==> config.mk <==
export PLATFORM = sky130hd
export DESIGN_NAME = pc_sequencer_flat
export DESIGN_NICKNAME = d
export VERILOG_FILES = /design/src/rtl/pc_sequencer_pkg.sv /design/src/rtl/pc_sequencer_if.sv /design/src/rtl/pc_sequencer_target_calc.sv /design/src/rtl/pc_sequencer.sv /design/src/flat_wrapper.sv
export SDC_FILE = /design/constraint.sdc
export NUM_CORES = 1
export LEC_CHECK = 0
export ABC_AREA = 1
export BUFFER_PORTS_ARGS = -buffer_cell sky130_fd_sc_hd__buf_4
export CELL_PAD_IN_SITES_DETAIL_PLACEMENT = 0
export CELL_PAD_IN_SITES_GLOBAL_PLACEMENT = 1
export CORE_AREA = 2 2 107 109
export CTS_CLUSTER_SIZE = 24
export DETAILED_ROUTE_END_ITERATION = 6
export DIE_AREA = 0 0 109 111
export PLACE_DENSITY = 0.9
export SLEW_MARGIN = 30
export SYNTH_ARGS = -nofsm -noshare
export SYNTH_HDL_FRONTEND = slang
export SYNTH_SLANG_ARGS = --single-unit
export TNS_END_PERCENT = 30
==> constraint.sdc <==
create_clock -name clk -period 2.5 [get_ports clk]
set_input_delay 0.125 -clock clk [delete_from_list [all_inputs] [get_ports clk]]
set_output_delay 0.125 -clock clk [all_outputs]
set_load 0.01 [all_outputs]
==> src/rtl/pc_sequencer_pkg.sv <==
// Shared core constants: RV32 opcodes and branch funct3 codes used by fetch sequencing,
// plus the sequencer state type.
package cpu_pkg;

   localparam logic [6:0]  OP_BRANCH    = 7'h63;
   localparam logic [6:0]  OP_JAL       = 7'h6f;
   localparam logic [6:0]  OP_JALR      = 7'h67;
   localparam logic [31:0] INSTR_EBREAK = 32'h00100073;

   localparam logic [2:0] F3_BEQ  = 3'b000;
   localparam logic [2:0] F3_BNE  = 3'b001;
   localparam logic [2:0] F3_BLT  = 3'b100;
   localparam logic [2:0] F3_BGE  = 3'b101;
   localparam logic [2:0] F3_BLTU = 3'b110;
   localparam logic [2:0] F3_BGEU = 3'b111;

   typedef enum logic [1:0] {
      SEQ_RUN,
      SEQ_FLUSH,
      SEQ_HALT
   } seq_state_t;

endpackage

==> src/rtl/pc_sequencer_if.sv <==
// Fetch/EX signal bundle between the PC sequencer (master) and the rest of the core
// (instruction memory, control decoder, ALU, register file).
interface pc_sequencer_if #(
   parameter int unsigned AW = 12
);

   logic [31:0]   instr_EX;
   logic [31:0]   alu_R_EX;
   logic [31:0]   rs1_EX;
   logic [AW-1:0] pc_FETCH;
   logic [AW-1:0] pc_EX;
   logic [31:0]   link_EX;
   logic          stall_EX;
   logic          halted;

   modport master (
      input  instr_EX, alu_R_EX, rs1_EX,
      output pc_FETCH, pc_EX, link_EX, stall_EX, halted
   );

   modport slave (
      output instr_EX, alu_R_EX, rs1_EX,
      input  pc_FETCH, pc_EX, link_EX, stall_EX, halted
   );

endinterface

==> src/rtl/pc_sequencer_target_calc.sv <==
// Combinational branch/jump resolution for the instruction in EX: decides whether fetch
// must be redirected and computes the word-addressed target (wraps modulo 2^AW).
module pc_target_calc
   import cpu_pkg::*;
#(
   parameter int unsigned AW = 12
) (
   input  logic [31:0]   instr_EX,
   input  logic [31:0]   alu_R_EX,
   input  logic [31:0]   rs1_EX,
   input  logic [AW-1:0] pc_EX,
   output logic          redirect,
   output logic [AW-1:0] target
);

   logic [6:0]  opcode;
   logic [2:0]  funct3;
   logic [31:0] imm_b;
   logic [31:0] imm_j;
   logic [31:0] imm_i;
   logic [31:0] jalr_sum;

   always_comb begin
      opcode   = instr_EX[6:0];
      funct3   = instr_EX[14:12];
      imm_b    = {{20{instr_EX[31]}}, instr_EX[7], instr_EX[30:25], instr_EX[11:8], 1'b0};
      imm_j    = {{12{instr_EX[31]}}, instr_EX[19:12], instr_EX[20], instr_EX[30:21], 1'b0};
      imm_i    = {{20{instr_EX[31]}}, instr_EX[31:20]};
      jalr_sum = rs1_EX + imm_i;

      redirect = 1'b0;
      // Byte offsets become word offsets by arithmetic shift; truncation gives the 2^AW wrap.
      target   = pc_EX + AW'($signed(imm_b) >>> 2);

      case (opcode)
         OP_BRANCH: begin
            case (funct3)
               F3_BEQ:  redirect = (alu_R_EX == '0);
               F3_BNE:  redirect = (alu_R_EX != '0);
               F3_BLT,
               F3_BLTU: redirect = alu_R_EX[0];
               F3_BGE,
               F3_BGEU: redirect = ~alu_R_EX[0];
               default: redirect = 1'b0;
            endcase
         end
         OP_JAL: begin
            redirect = 1'b1;
            target   = pc_EX + AW'($signed(imm_j) >>> 2);
         end
         OP_JALR: begin
            redirect = 1'b1;
            target   = AW'(jalr_sum >> 2);
         end
         default: begin
         end
      endcase
   end

endmodule

==> src/rtl/pc_sequencer.sv <==
// Program counter owner for the 2-stage FETCH/EX core: sequential fetch, one-bubble
// redirect on taken branches/jumps, and halt on EBREAK until reset.
module pc_sequencer
   import cpu_pkg::*;
#(
   parameter int unsigned AW       = 12,
   parameter int unsigned RESET_PC = 0
) (
   input  logic          clk,
   input  logic          rst,
   pc_sequencer_if.master bus
);

   seq_state_t    state_q, state_d;
   logic [AW-1:0] pc_fetch_q, pc_fetch_d;
   logic [AW-1:0] pc_ex_q, pc_ex_d;
   logic [AW-1:0] pc_ex_inc;
   logic          redirect;
   logic [AW-1:0] target;

   pc_target_calc #(
      .AW(AW)
   ) u_target_calc (
      .instr_EX (bus.instr_EX),
      .alu_R_EX (bus.alu_R_EX),
      .rs1_EX   (bus.rs1_EX),
      .pc_EX    (pc_ex_q),
      .redirect (redirect),
      .target   (target)
   );

   always_ff @(posedge clk) begin
      if (rst) begin
         state_q    <= SEQ_FLUSH;
         pc_fetch_q <= AW'(RESET_PC);
         pc_ex_q    <= AW'(RESET_PC);
      end else begin
         state_q    <= state_d;
         pc_fetch_q <= pc_fetch_d;
         pc_ex_q    <= pc_ex_d;
      end
   end

   always_comb begin
      state_d    = state_q;
      pc_fetch_d = pc_fetch_q + 1'b1;
      pc_ex_d    = pc_fetch_q;
      case (state_q)
         SEQ_RUN: begin
            if (bus.instr_EX == INSTR_EBREAK) begin
               state_d    = SEQ_HALT;
               pc_fetch_d = pc_fetch_q;
            end else if (redirect) begin
               state_d    = SEQ_FLUSH;
               pc_fetch_d = target;
            end
         end
         SEQ_FLUSH: begin
            state_d = SEQ_RUN;
         end
         SEQ_HALT: begin
            pc_fetch_d = pc_fetch_q;
            pc_ex_d    = pc_ex_q;
         end
         default: begin
            state_d = SEQ_FLUSH;
         end
      endcase
   end

   always_comb begin
      pc_ex_inc    = pc_ex_q + 1'b1;
      bus.pc_FETCH = pc_fetch_q;
      bus.pc_EX    = pc_ex_q;
      bus.link_EX  = 32'({pc_ex_inc, 2'b00});
      bus.stall_EX = (state_q != SEQ_RUN);
      bus.halted   = (state_q == SEQ_HALT);
   end

endmodule
==> src/flat_wrapper.sv <==
// flat-port wrapper written by rule: the top's interface ports become plain ports
module pc_sequencer_flat import cpu_pkg::*;
#(
   parameter int unsigned AW       = 12,
   parameter int unsigned RESET_PC = 0
)
  (clk, rst, bus_instr_EX, bus_alu_R_EX, bus_rs1_EX, bus_pc_FETCH, bus_pc_EX, bus_link_EX, bus_stall_EX, bus_halted);
  pc_sequencer_if #(.AW(AW)) bus_i ();
  input  logic clk;
  input  logic rst;
  input wire logic [$bits(bus_i.instr_EX)-1:0] bus_instr_EX;
  input wire logic [$bits(bus_i.alu_R_EX)-1:0] bus_alu_R_EX;
  input wire logic [$bits(bus_i.rs1_EX)-1:0] bus_rs1_EX;
  output wire logic [$bits(bus_i.pc_FETCH)-1:0] bus_pc_FETCH;
  output wire logic [$bits(bus_i.pc_EX)-1:0] bus_pc_EX;
  output wire logic [$bits(bus_i.link_EX)-1:0] bus_link_EX;
  output wire logic [$bits(bus_i.stall_EX)-1:0] bus_stall_EX;
  output wire logic [$bits(bus_i.halted)-1:0] bus_halted;
  assign bus_i.instr_EX = bus_instr_EX;
  assign bus_i.alu_R_EX = bus_alu_R_EX;
  assign bus_i.rs1_EX = bus_rs1_EX;
  assign bus_pc_FETCH = bus_i.pc_FETCH;
  assign bus_pc_EX = bus_i.pc_EX;
  assign bus_link_EX = bus_i.link_EX;
  assign bus_stall_EX = bus_i.stall_EX;
  assign bus_halted = bus_i.halted;
  pc_sequencer #(.AW(AW), .RESET_PC(RESET_PC)) u_core (.clk(clk), .rst(rst), .bus(bus_i));
endmodule
==> metrics <==
outcome=complete, no violations; PD cells=287 mW/mm2; RSZ-0062 raised after global routing=no; dpl hpwl=9.00 mm; chip height=111 um; Reg clk slew, reported paths=0.06 ns; TritonCTS sink count=26; asr flop ratio synth=0; Final TNS setup=0 ns; Hold Path Class=input port to flop; post-CTS setup buffer count=0; Crit path arrival time=2.05 ns; post-synth cell types=34; WHS Path Cells=2; clock skew=between 0.004 and 0.005 ns; post-DR vias/cell=4.71; synth top area cells=nand2_1 18%, dfxtp_1 16%, ha_1 9.5%; Hold Fails Final Rpt=0; Syn. warnings=0; DRC viols=0; reg2reg end=u_core.bus.pc_FETCH[9]; GR Overflow Total=0; Port Buffers=117; Post-synth EDFFs=0; Leakage=0.00230 uW; Routed WL per cell=12.9 um; PostCTS Resize Cnt=0; initial antenna violation count=0; Filler cells=between 1000 and 1500; utilization after layout=0.392; Seq/Total Area, Yosys=0.157; Die Footprint=~0.012 mm2; initial core utilization=0.299; CTS hold repair buffers=0; routed via count=3850; Crit. End Element=output port; uppermost routed layer=met4; htree depth=1; global-route wire length before repair=17.1 mm; vias in the first global route=3702; nets=approximately 800; 1st-pass router iterations=5; clock tree buffer depth=2; mapped cell area=0.00331 mm2; cts bufs inserted=3; met2 wire length=5.24 mm; Reg2Reg Depth=12; routed wl met3=a little under 700 um; fin crit share=0.871; TritonCTS clock tree=yes; commonest cells in the synthesized netlist=159 x nand2_1, 61 x nor2_1, 59 x inv_1, 54 x nand3_1, 32 x a21oi_1; hold_sp=rst; WHS Endpoint=u_core.state_q[1]; n_diodes=0; final worst slack=approximately 0.32 ns; count leader, synth=nand2_1; Fmax achieved=0.459 GHz; core region area=0.0111 mm2; Critical Path Start Type=flop; Worst IR Drop VDD=~0.0002 V; layout cell share with drive strength beyond 1=0.210; Final Max Slew Viols=0; post-route ant nets=0; Worst-Skew Late Latency=0.26 ns; pin count of the biggest net entering global routing=20; final WL=between 10 and 15 mm; initial drt markers=283; # rows=39; max cap viols=0; Critical Path RT=roughly 2.4 ns; Worst-Margin Slew=0.546 ns; Rel. slew slack=0.635; crit-path max FO=6; GRT Resource Usage Total=0.175; Syn Inst Count=558; Mapped Avg Cell Area=5.93 um2; clock root cell=clkbuf_16; area grow syn2layout=31.2%; number of top-level pins=156; post-synth top area share=0.180; Yosys top cell by area=nand2_1; reg-to-reg critical path startpoint=u_core.bus.pc_EX[2]; fin crit period=2.18 ns; wl on met1=4.39 mm; final setup violation count=0; Post-Place Setup Slack=between 0.1 and 0.15 ns; prevailing post-synth register cell=dfxtp_1; Crit Path Class=flop to output port; Die Width=109 um; setup slack, reg-to-reg=0.39 ns; FF+latch count, synth=26; routability congestion estimate=0.901
power breakdown:
| group | switching, uW | internal (uW) |
|---|---|---|
| combinational | 248 | 208 |
| sequential | 18.5 | 424 |
| clock | 133 | 212 |
| total | 400 | 844 |
critical path: stages (launching register included):
cell,delay (ns)
dfxtp_1,0.50
nand3_1,0.16
nor3_1,0.37
nand4_1,0.21
nor3_1,0.25
xor2_1,0.16
buf_4,0.14
flip-flops by register name, summed over array words and instances (netlist names):
signal,cells
u_core.bus.pc_EX,12
u_core.bus.pc_FETCH,12
u_core.state_q,2
metrics by stage:
stage / hold slack (ns) / std cells / total power (uW) / cell area (um2)
3_5_place_dp: 0.406 / 815 / 908 / 4260
4_1_cts: 0.133 / 818 / 1250 / 4340
3_3_place_gp: 0.402 / 815 / 902 / 4260
6_report: 0.132 / 818 / 1240 / 4340
5_1_grt: 0.146 / 818 / 1330 / 4340
2_1_floorplan: 0.240 / 577 / 729 / 3380
layout by cell type (no fill, tap or decap):
| cell | instances |
|---|---|
| a21boi_0 | 2 |
| inv_1 | 59 |
| clkbuf_16 | 3 |
| nor2_4 | 1 |
| nor3b_1 | 2 |
| buf_4 | 121 |
| or2_2 | 2 |
| o21ai_2 | 1 |
| a21oi_1 | 32 |
| and2_2 | 1 |
| nor4_1 | 7 |
| ha_1 | 25 |
| nor3_4 | 1 |
| nand2_4 | 2 |
| o21ai_0 | 26 |
| nand2_2 | 4 |
| inv_2 | 2 |
| nor2_1 | 61 |
| nor2_2 | 4 |
| nand4_1 | 13 |
| xnor2_1 | 6 |
| o21a_1 | 1 |
| dfxtp_1 | 26 |
| nand3b_1 | 5 |
| o211ai_1 | 1 |
| o21bai_1 | 3 |
| nand3_1 | 54 |
| conb_1 | 20 |
| o21ai_1 | 4 |
| nor3_1 | 7 |
| nand2_1 | 159 |
| fa_1 | 1 |
| xor2_1 | 19 |
routing by layer:
| layer | vias to the layer above | track usage |
|---|---|---|
| met5 | - | 0 |
| met4 | 0 | 0.0487 |
| met3 | 20 | 0.0182 |
| met2 | 129 | 0.315 |
| met1 | 1680 | 0.216 |
| li1 | 2021 | - |
cells by family after synthesis:
group | after synthesis | synth area share
xor gates and xnor gates | 25 | 0.0662
DFF | 26 | 0.157
AOI/OAI and AO/OA | 70 | 0.112
other | 1 | 0.00113
and+or+nand+nor | 323 | 0.432
buffers and inverters | 87 | 0.130
adders and majority gates | 26 | 0.101
cell type report:
class	count	area [um2]	share of cell area
multi-input cells	464	2430	0.559
repair buffers	121	908	0.209
flip-flops and latches	26	520	0.120
inverters	61	229	0.0528
well taps	143	179	0.0412
clock buffers	3	75.1	0.0173
how the worst max path moves through the flow:
stage,start,to,slack (ns)
after floorplan,bus_instr_EX[1],u_core.bus.pc_FETCH[8],0.51
after global routing,u_core.bus.pc_EX[1],bus_link_EX[13],0.13
after detailed placement,bus_instr_EX[1],u_core.bus.pc_FETCH[7],0.12
final,u_core.bus.pc_EX[1],bus_link_EX[13],0.32
after global placement,bus_instr_EX[1],u_core.bus.pc_FETCH[9],0.16
after CTS,u_core.bus.pc_EX[1],bus_link_EX[13],0.28
No activity file was read; power rests on OpenSTA's default activity.
